`config.mk`:
```
export PLATFORM = sky130hd
export DESIGN_NAME = regfile_dump
export DESIGN_NICKNAME = d
export VERILOG_FILES = /design/src/rtl/regfile_dump.sv
export SDC_FILE = /design/constraint.sdc
export NUM_CORES = 1
export LEC_CHECK = 0
export ABC_AREA = 1
export BUFFER_PORTS_ARGS = -buffer_cell sky130_fd_sc_hd__clkbuf_2
export CAP_MARGIN = 10
export CORE_UTILIZATION = 50
export CTS_CLUSTER_DIAMETER = 40
export CTS_CLUSTER_SIZE = 40
export DETAILED_ROUTE_END_ITERATION = 8
export GPL_ROUTABILITY_DRIVEN = 0
export PLACE_DENSITY_LB_ADDON = 0.1
export SETUP_SLACK_MARGIN = 0.3
export SLEW_MARGIN = 20
export SYNTH_ARGS = -nofsm -noshare
export SYNTH_HDL_FRONTEND = slang
export SYNTH_SLANG_ARGS = --single-unit
```
`constraint.sdc`:
```
create_clock -name clk -period 2.7 [get_ports clk]
set_clock_uncertainty 0.05 [all_clocks]
set_input_delay 0.405 -clock clk [delete_from_list [all_inputs] [get_ports clk]]
set_output_delay 0.405 -clock clk [all_outputs]
set_load 0.02 [all_outputs]
```
`src/rtl/regfile_dump.sv`:
```
// rtl/regfile_dump.sv - halts the core and streams every register as an (index, data) beat
module regfile_dump #(
  parameter int NUM_REGS = 32,
  parameter int ADDR_W   = 5,
  parameter int DATA_W   = 32
) (
  input  logic              clk,
  input  logic              reset,
  input  logic              start,
  output logic              cpu_halt,
  output logic              busy,
  output logic              done,
  output logic [ADDR_W-1:0] rf_raddr,
  input  logic [DATA_W-1:0] rf_rdata,
  output logic              out_valid,
  input  logic              out_ready,
  output logic [ADDR_W-1:0] out_index,
  output logic [DATA_W-1:0] out_data
);

  typedef enum logic [1:0] {IDLE, READ, SEND, DONE} state_t;

  localparam logic [ADDR_W-1:0] LAST_IDX = ADDR_W'(NUM_REGS - 1);

  state_t              state_q, state_d;
  logic [ADDR_W-1:0]   idx_q, idx_d;
  logic                valid_q, valid_d;
  logic [ADDR_W-1:0]   index_q, index_d;
  logic [DATA_W-1:0]   data_q, data_d;

  always_ff @(posedge clk) begin
    if (!reset) begin
      state_q <= IDLE;
      idx_q   <= '0;
      valid_q <= 1'b0;
      index_q <= '0;
      data_q  <= '0;
    end else begin
      state_q <= state_d;
      idx_q   <= idx_d;
      valid_q <= valid_d;
      index_q <= index_d;
      data_q  <= data_d;
    end
  end

  // The beat is captured into registers so out_valid never depends on out_ready.
  always_comb begin
    state_d = state_q;
    idx_d   = idx_q;
    valid_d = valid_q;
    index_d = index_q;
    data_d  = data_q;
    case (state_q)
      IDLE: begin
        if (start) begin
          idx_d   = '0;
          state_d = READ;
        end
      end
      READ: begin
        data_d  = rf_rdata;
        index_d = idx_q;
        valid_d = 1'b1;
        state_d = SEND;
      end
      SEND: begin
        if (valid_q && out_ready) begin
          valid_d = 1'b0;
          if (idx_q == LAST_IDX) begin
            state_d = DONE;
          end else begin
            idx_d   = idx_q + ADDR_W'(1);
            state_d = READ;
          end
        end
      end
      DONE: begin
        state_d = IDLE;
      end
      default: begin
        state_d = IDLE;
      end
    endcase
  end

  always_comb begin
    cpu_halt = (state_q != IDLE);
    busy     = (state_q == READ) || (state_q == SEND);
    done     = (state_q == DONE);
    rf_raddr = busy ? idx_q : '0;
  end

  assign out_valid = valid_q;
  assign out_index = index_q;
  assign out_data  = data_q;

endmodule

```
==> metrics.md <==
| Metric | Value |
|---|---|
| Status | completed |
| Num CTS Buffers | 5 |
| Postcts setup bufs | 0 |
| Crit-path slowest cell | ha_1 |
| Endpoints failing setup | 0 |
| Startpoint class of the critical path | flop |
| Final Max Tran Viols | 0 |
| Slew of the pin with the lowest slew margin | 0.657 ns |
| Worst setup EP type | output pin |
| Seq/Total Area, Yosys | 48.8% |
| Worst VDD drop | 0.000502 V |
| WP data required | 2.25 ns |
| Vias per cell | 4.81 |
| Worst Path Arrival | 1.45 ns |
| Clock root buffer | clkbuf_8 |
| DRT antenna net count | 0 |
| Congestion Overflow GR | 0 |
| FF/Latch Area | 901 um2 |
| LEAKAGE | 1.28 nW |
| CTS max path bufs | 2 |
| RSZ-0062 raised after global routing | false |
| # hold bufs at CTS | 0 |
| Largest net degree at the start of global routing | 43 |
| Clock Pin Slew Worst Setup and Hold Paths | 0.08 ns |
| Drt drc | 0 |
| Post-Syn Instances | 244 |
| Slowest stage delay, CP | 0.40 ns |
| Vias in the first global route | 1501 |
| Routed wire length | 3920 um |
| Width of the die | 62.8 um |
| Initial DRC Count | 118 |
| CORE AREA | 3440 um2 |
| Post_cts resized | 0 |
| First-pass GRT wire length | 6690 um |
| CTS tree | done |
| Fin area | 2360 um2 |
| Initial Util | 53.6% |
| Max_slew headroom | 56.2% |
| Area grow syn2layout | 27.9% |
| Wirelength per Cell | 10.7 um |
| Initial antenna violation count | 0 |
| Final Hold Fails | 0 |
| Pwr dens | 939 nW/um2 |
| Multi-input logic area | 806 um2 |
| Crit path max fanout | 6 |
| TritonRoute pass-1 iters | 4 |
| Crit Path Category | flop to output pin |
| Syn Area/Cell | 7.56 um2 |
| Seq cells post-synth | 45 |
| Tmin final | 1.91 ns |
| Synth Cell Area | 1850 um2 |
| Antenna cells | 0 |
| Crit-path cells | inv_1, ha_1, nand2_1, inv_1, clkbuf_2 |
| Synth warn | 0 |
| Most frequent cells in the layout | 81 x clkbuf_2, 73 x nor2_1, 45 x dfxtp_1 |
| Post-place instance area | 2260 um2 |
| Hold WC Path Type | input port to flop |
| Most common cell after layout, fill and taps aside | clkbuf_2 |
| Final core occ | 68.6% |
| Htree depth | 2 |
| Total number of vias | 1765 |
| Layout cells sized above 1 | 29.9% |
| # rows | 21 |
| Count of cell types in the netlist | 18 |
| Clock latency on the worst-skew pair | 0.28 ns |
| Top cell by count, worst path | inv_1 |
| Clock sink total | 45 |
| Max-cap viol count | 0 |
| Fill count | 306 |
| Post-Syn Nets | 287 |
| Fmax | 524 MHz |
| Post-DP HPWL | 2810 um |
| Nets | 364 |
| Setup TNS | 0 ns |
| Period utilization | 70.7% |
| Die area | 3940 um2 |
| Ports | 82 |
| Buffers on Ports | 81 |
| All-Layer GR Usage | 21.4% |
| DIE HEIGHT | 62.8 um |
==> layer usage <==
metal,GRT usage (%),vias up,part of all wire [%]
li1,-,920,-
met4,6.98,0,0.56
met2,34.5,55,46
met1,27.5,788,48
met3,6.02,2,5.5
met5,0,-,0
==> synth_stat cells <==
| cell type | number | share of area (%) |
|---|---|---|
| nand2_2 | 1 | 0.34 |
| buf_6 | 1 | 0.61 |
| buf_2 | 6 | 1.6 |
| nand2_4 | 3 | 1.8 |
| o21ai_1 | 1 | 0.27 |
| dfxtp_1 | 45 | 49 |
| o21ai_0 | 42 | 11 |
| o21ai_4 | 1 | 0.88 |
| inv_1 | 20 | 4.1 |
| inv_2 | 1 | 0.20 |
| nand4_1 | 3 | 1.0 |
| nand3_1 | 3 | 0.81 |
| nand2_1 | 22 | 4.5 |
| clkbuf_1 | 5 | 1.0 |
| nor2_4 | 1 | 0.61 |
| ha_1 | 7 | 4.7 |
| a21oi_1 | 9 | 2.4 |
| nor2_1 | 73 | 15 |
==> where the power goes <==
group | total, mW | switching, mW | leakage [nW] | internal (mW)
Clock | 0.474 | 0.205 | 0.0540 | 0.269
Combinational | 0.833 | 0.572 | 0.851 | 0.262
Sequential | 0.909 | 0.0839 | 0.371 | 0.825
==> critical path: cells and delay by family (launching register included) <==
family                   cells  cell delay, ns
adder cells (fa/ha/maj)      1            0.40
flip-flops                   1            0.38
buffers and inverters        3            0.31
AND/OR/NAND/NOR              1            0.08
==> final timing paths <==
check	cells after the start	from	slack (ns)	end
max	5	state_q[0]	0.79	rf_raddr[3]
min	3	rf_rdata[31]	0.28	out_data[31]
max reg2reg	8	state_q[0]	1.10	idx_q[0]
min reg2reg	2	out_data[22]	0.45	out_data[22]
==> layout make-up <==
class	count	area share (%)
clock buffers	5	2.92
clock inverters	2	1.48
inverters	21	3.34
multi-input cells	166	34.1
flip-flops and latches	45	38.2
well taps	46	2.44
repair buffers	82	17.5
==> sequential cells by signal, summed over array words and instances (netlist names) <==
signal,cells
out_data,32
out_index,5
idx_q,5
out_valid,1
state_q,2
==> through the flow <==
stage | power, mW | hold slack (ns) | setup slack, ns | std cells
2_1_floorplan | 1.50 | 0.422 | 1.13 | 244
3_3_place_gp | 1.74 | 0.427 | 1.12 | 360
3_5_place_dp | 1.76 | 0.434 | 1.10 | 360
4_1_cts | 2.24 | 0.280 | 0.785 | 367
5_1_grt | 2.38 | 0.278 | 0.659 | 367
6_report | 2.22 | 0.285 | 0.792 | 367
==> kinds of logic after synthesis <==
logic type	Yosys count	synth area share, %
AND/OR/NAND/NOR	106	23.9
AO/OA/AOI/OAI	53	15.0
flip-flops	45	48.8
buffers and inverters	33	7.53
adder cells (fa/ha/maj)	7	4.75
(Power assumes the default switching activity.)
